**src/rtl/fetch_unit.sv**
```systemverilog
// Instruction fetch / PC stage: one outstanding imem request, registered
// instruction to decode, branch-aware next-PC, sticky halt on fetch timeout.
module fetch_unit #(
    parameter int unsigned        ADDR_W   = 64,
    parameter logic [ADDR_W-1:0]  RESET_PC = '0,
    parameter int unsigned        TIMEOUT  = 16
) (
    input  logic              clk,
    input  logic              reset,
    output logic              imem_req,
    output logic [ADDR_W-1:0] imem_addr,
    input  logic              imem_ack,
    input  logic [31:0]       imem_rdata,
    output logic [31:0]       instr,
    output logic              instr_valid,
    input  logic              exec_done,
    input  logic              BrTaken,
    input  logic              UncondBr,
    output logic [ADDR_W-1:0] pc,
    output logic              fetch_err
);

    localparam int unsigned CNT_W = $clog2(TIMEOUT + 1);

    typedef enum logic [1:0] {IDLE, FETCH, ISSUE, HALT} state_t;

    state_t            state;
    logic [CNT_W-1:0]  cnt;
    logic [ADDR_W-1:0] offset;
    logic [ADDR_W-1:0] next_pc;

    assign imem_addr = pc;

    // Branch offsets are word offsets, so append two zero bits after sign extension.
    always_comb begin
        offset = '0;
        if (UncondBr)
            offset = {{(ADDR_W-28){instr[25]}}, instr[25:0], 2'b00};
        else
            offset = {{(ADDR_W-21){instr[23]}}, instr[23:5], 2'b00};
        next_pc = BrTaken ? (pc + offset) : (pc + ADDR_W'(4));
    end

    always_ff @(posedge clk or negedge reset) begin
        if (!reset) begin
            state       <= IDLE;
            pc          <= RESET_PC;
            imem_req    <= 1'b0;
            instr       <= '0;
            instr_valid <= 1'b0;
            fetch_err   <= 1'b0;
            cnt         <= '0;
        end else begin
            case (state)
                IDLE: begin
                    state    <= FETCH;
                    imem_req <= 1'b1;
                    cnt      <= '0;
                end
                FETCH: begin
                    if (imem_ack) begin
                        instr       <= imem_rdata;
                        instr_valid <= 1'b1;
                        imem_req    <= 1'b0;
                        cnt         <= '0;
                        state       <= ISSUE;
                    end else if (cnt == CNT_W'(TIMEOUT - 1)) begin
                        imem_req  <= 1'b0;
                        fetch_err <= 1'b1;
                        state     <= HALT;
                    end else begin
                        cnt <= cnt + 1'b1;
                    end
                end
                ISSUE: begin
                    if (exec_done) begin
                        pc          <= next_pc;
                        instr_valid <= 1'b0;
                        imem_req    <= 1'b1;
                        cnt         <= '0;
                        state       <= FETCH;
                    end
                end
                HALT: begin
                    imem_req    <= 1'b0;
                    instr_valid <= 1'b0;
                end
                default: state <= HALT;
            endcase
        end
    end

    a_br_known: assert property (@(posedge clk) disable iff (!reset)
        exec_done |-> !$isunknown({BrTaken, UncondBr}));

endmodule

```
**config.mk**
```make
export PLATFORM = sky130hd
export DESIGN_NAME = fetch_unit
export DESIGN_NICKNAME = d
export VERILOG_FILES = /design/src/rtl/fetch_unit.sv
export SDC_FILE = /design/constraint.sdc
export NUM_CORES = 1
export LEC_CHECK = 0
export BUFFER_PORTS_ARGS = -buffer_cell sky130_fd_sc_hd__buf_4
export CAP_MARGIN = 10
export CORE_UTILIZATION = 28
export CTS_BUF_LIST = sky130_fd_sc_hd__clkbuf_8
export CTS_CLUSTER_SIZE = 12
export DETAILED_ROUTE_END_ITERATION = 10
export RECOVER_POWER = 100
export SYNTH_ARGS = -nofsm -noshare
export SYNTH_HDL_FRONTEND = slang
export SYNTH_SLANG_ARGS = --single-unit
export TNS_END_PERCENT = 20
```
**constraint.sdc**
```tcl
create_clock -name clk -period 5.4 [get_ports clk]
set_input_delay 1.08 -clock clk [delete_from_list [all_inputs] [get_ports clk]]
set_output_delay 1.08 -clock clk [all_outputs]
set_load 0.01 [all_outputs]
```
==> flow_metrics.py <==
metrics = {
    "run_status": {
        "run_status": "finished with violations",
        "failed_checks": "max-capacitance violations, max-slew violations",
    },
    "sta": {
        "post-route-min-period_ns": 4.66,
        "drv_slew": 106,
        "worst_slack_ns": 0.745,
        "timing.final.crit_share_pct": 86.2,
        "final-setup-viol-count": 0,
        "fin_worst_skew_ns": 0.0223,
        "max_frequency_mhz": 215,
        "worst_slew_margin_rel_pct": -130,
        "worst_pin_slew_ns": 3.45,
        "hold_viol_final": 0,
        "unrepaired_setup_endpoints_after_global_routing": "no",
        "timing.setup.tns_ns": 0,
    },
    "synthesis": {
        "netlist_instances": 1018,
        "syn-mean-instance-area_um2": 8.47,
        "yosysUniqueCellTypes": 67,
        "synth_area_um2": 8620,
        "postSynth.asyncResetShare_pct": 100,
        "synth-warning-count": 0,
        "yosysTopAreaCellShare_pct": 30.2,
        "synth_area_leader_cell": "sky130_fd_sc_hd__dfrtp_1",
        "synth.top_cells.by_count": "123 x sky130_fd_sc_hd__nand2_1, 104 x sky130_fd_sc_hd__dfrtp_1, 92 x sky130_fd_sc_hd__o21ai_0",
        "synth-seq-cells": 104,
        "ys_top_cells_by_area": "sky130_fd_sc_hd__dfrtp_1 30%, sky130_fd_sc_hd__ha_1 9.1%, sky130_fd_sc_hd__buf_4 5.9%",
        "synth_edf_count": 0,
        "most_used_standard_cell_by_instance_count_after_synthesis": "sky130_fd_sc_hd__nand2_1",
        "synth_ff_type": "sky130_fd_sc_hd__dfrtp_1",
        "seq_area_frac_synth_pct": 30.2,
    },
    "cts": {
        "worst_skew_pair.late_latency_ns": 0.41,
        "clock-sinks": 104,
        "ctsLongestPathBuffers": 2,
        "ctsHoldBuffers": 0,
        "postCtsSetupBuffers": 0,
        "clock_pin_slew_of_the_registers_on_the_worst_case_setup_and_hold_paths_ns": 0.13,
        "clock-root-buffer": "sky130_fd_sc_hd__clkbuf_8",
        "cts_inserted_buffers": 9,
        "cts_resized": 0,
        "h-tree-depth": 3,
        "tritoncts": "done",
    },
    "critical_path": {
        "arrival_ns": 4.95,
        "crit_path_start_kind": "input pin",
        "max_stage_delay_ns": 0.82,
        "worst-setup-path-type": "input pin to register",
        "worst_path_dominant_cell_family": "compound AO/OA/AOI/OAI gates",
        "critPathMaxFanout": 26,
        "worst_path_max_delay_cell": "sky130_fd_sc_hd__a2111oi_0",
        "worstPathRequired_ns": 5.70,
        "timing.critical_path.cells": "buf_4 -> mux2i_1 -> nand2_1 -> ha_1 -> inv_1 -> fa_1 -> nor2b_1 -> o31a_1 -> o31ai_1 -> a2111oi_4 -> o21bai_1 -> a2111oi_0 -> nor2_1 -> xnor2_1 -> mux2_2",
        "timing.critical_path.buf_inv": 2,
        "worstSetupEndpointType": "register",
        "worstRegToRegCells": 13,
        "worst-path-stages": 15,
    },
    "place": {
        "dp_worst_setup_slack_ns": 0.662,
        "place_hpwl_um": 19500,
        "global_placement_routability_congestion": 0.878,
        "dpl_cell_area_um2": 9930,
        "io_buffers": 196,
        "dpl.cell_count": 1500,
    },
    "layout": {
        "stdcell_count": 1516,
        "layout-area-overhead-vs-synth_pct": 10.0,
        "finalNetCount": 1223,
        "antenna_cells_inserted": 0,
        "share_of_layout_cells_above_drive_strength_1_pct": 8.61,
        "sequential_cell_area_um2": 2600,
        "fin_util_pct": 31.7,
        "fillerInstances": 3308,
        "multiInputGateArea_um2": 5170,
        "final_cell_area_um2": 9480,
    },
    "grt": {
        "grt_util_all_layers_pct": 15.8,
        "first_global_vias": 7303,
        "global_route.peak_usage_layer": "met2",
        "antenna_found_initial": 0,
        "grt_util_met2_pct": 25.3,
        "met1_usage_pct": 21.1,
        "gr-total-overflow": 0,
        "wire_length_of_the_first_global_routing_pass_um": 39200,
        "groute.layer.met3.usage_pct": 3.13,
        "pin_count_of_the_biggest_net_entering_global_routing": 69,
    },
    "worst_hold_path": {
        "min-delay-path-class": "register to register",
        "whs_path_depth": 1,
    },
    "power": {
        "peakVddDrop_v": 0.000227,
        "power.density_cell_area_nw_per_um2": 520,
        "power.leakage_nw": 4.10,
    },
    "detailed_routing": {
        "average_detailed_routed_wire_length_per_instance_um": 16.2,
        "detail_route.wirelength_um": 24600,
        "detail_route.vias_per_cell": 5.04,
        "drtIter0Drc": 279,
        "drtPass1Iterations": 4,
        "drc": 0,
        "vias": 7641,
        "ant_nets": 0,
    },
    "floorplan": {
        "die-height_um": 177,
        "cell_rows": 63,
        "start_util_pct": 28.8,
        "die_area_um2": 31500,
        "die_width_um": 177,
        "core_um2": 30000,
        "ios": 201,
    },
    "run": {
        "max-cap-violations": 2,
    },
}
cells by family (layout without fill, tap and decap cells):
group,count (synthesis),after routing,share of synthesized area (%)
simple gates,297,297,16.5
mux,53,53,6.65
compound gates,309,309,22.7
other cells,1,4,0.0435
flops,104,104,30.2
fa+ha+maj,64,64,9.37
buf+inv,142,247,9.68
xor+xnor,48,48,4.88
layout make-up:
class / count / area share, %
repair buffers: 202 / 9.46
multi-input cells: 775 / 54.5
flip-flops and latches: 104 / 27.4
well taps: 390 / 5.15
inverters: 29 / 1.15
clock inverters: 7 / 1.00
clock buffers: 9 / 1.31
where the power goes:
| part | internal, W | total [W] | switching, W |
|---|---|---|---|
| sequential | 0.00110 | 0.00153 | 0.000434 |
| combinational | 0.00109 | 0.00284 | 0.00175 |
| clock | 0.000229 | 0.000561 | 0.000332 |
stage by stage:
| stage | hold WS, ns | total power (W) |
|---|---|---|
| after floorplan | 0.449 | 0.00369 |
| after global placement | 0.449 | 0.00477 |
| after detailed placement | 0.453 | 0.00480 |
| after CTS | 0.491 | 0.00539 |
| after global routing | 0.535 | 0.00539 |
| final | 0.489 | 0.00493 |
state kept, by name, summed over array words and instances (netlist names):
| name | count |
|---|---|
| imem_addr | 62 |
| fetch_err | 1 |
| state | 2 |
| instr_valid | 1 |
| imem_req | 1 |
| cnt | 5 |
| instr | 32 |
path summary, 6_finish.rpt:
path | from | endpoint | slack [ns]
worst min-delay path | fetch_err | fetch_err | 0.49
min in group asynchronous | reset | imem_addr[26] | 1.50
worst min register to register | fetch_err | fetch_err | 0.49
worst max-delay path | UncondBr | imem_addr[54] | 0.74
max in group asynchronous | reset | instr[0] | 1.48
worst max register to register | instr[23] | imem_addr[52] | 1.24
cell usage in the layout, fill, tap and decap left out, types with 23 or more instances in the layout:
master and instances:
sky130_fd_sc_hd__nand4_1 26, sky130_fd_sc_hd__ha_1 63, sky130_fd_sc_hd__inv_1 29, sky130_fd_sc_hd__o21ai_0 94, sky130_fd_sc_hd__xnor2_1 25, sky130_fd_sc_hd__dfrtp_1 104, sky130_fd_sc_hd__nand2_1 123, sky130_fd_sc_hd__mux2_2 34
sky130_fd_sc_hd__buf_4 37, sky130_fd_sc_hd__nor2_1 55, sky130_fd_sc_hd__a21o_1 26, sky130_fd_sc_hd__xor2_1 23, sky130_fd_sc_hd__clkbuf_1 165, sky130_fd_sc_hd__a21oi_1 87
metal layers:
metal,vias up,wire length [um]
met5,-,0
met4,0,573
met3,26,1360
met2,234,11100
met1,3574,11600
li1,3807,-
Note: power is estimated with default switching activity, not from simulation.
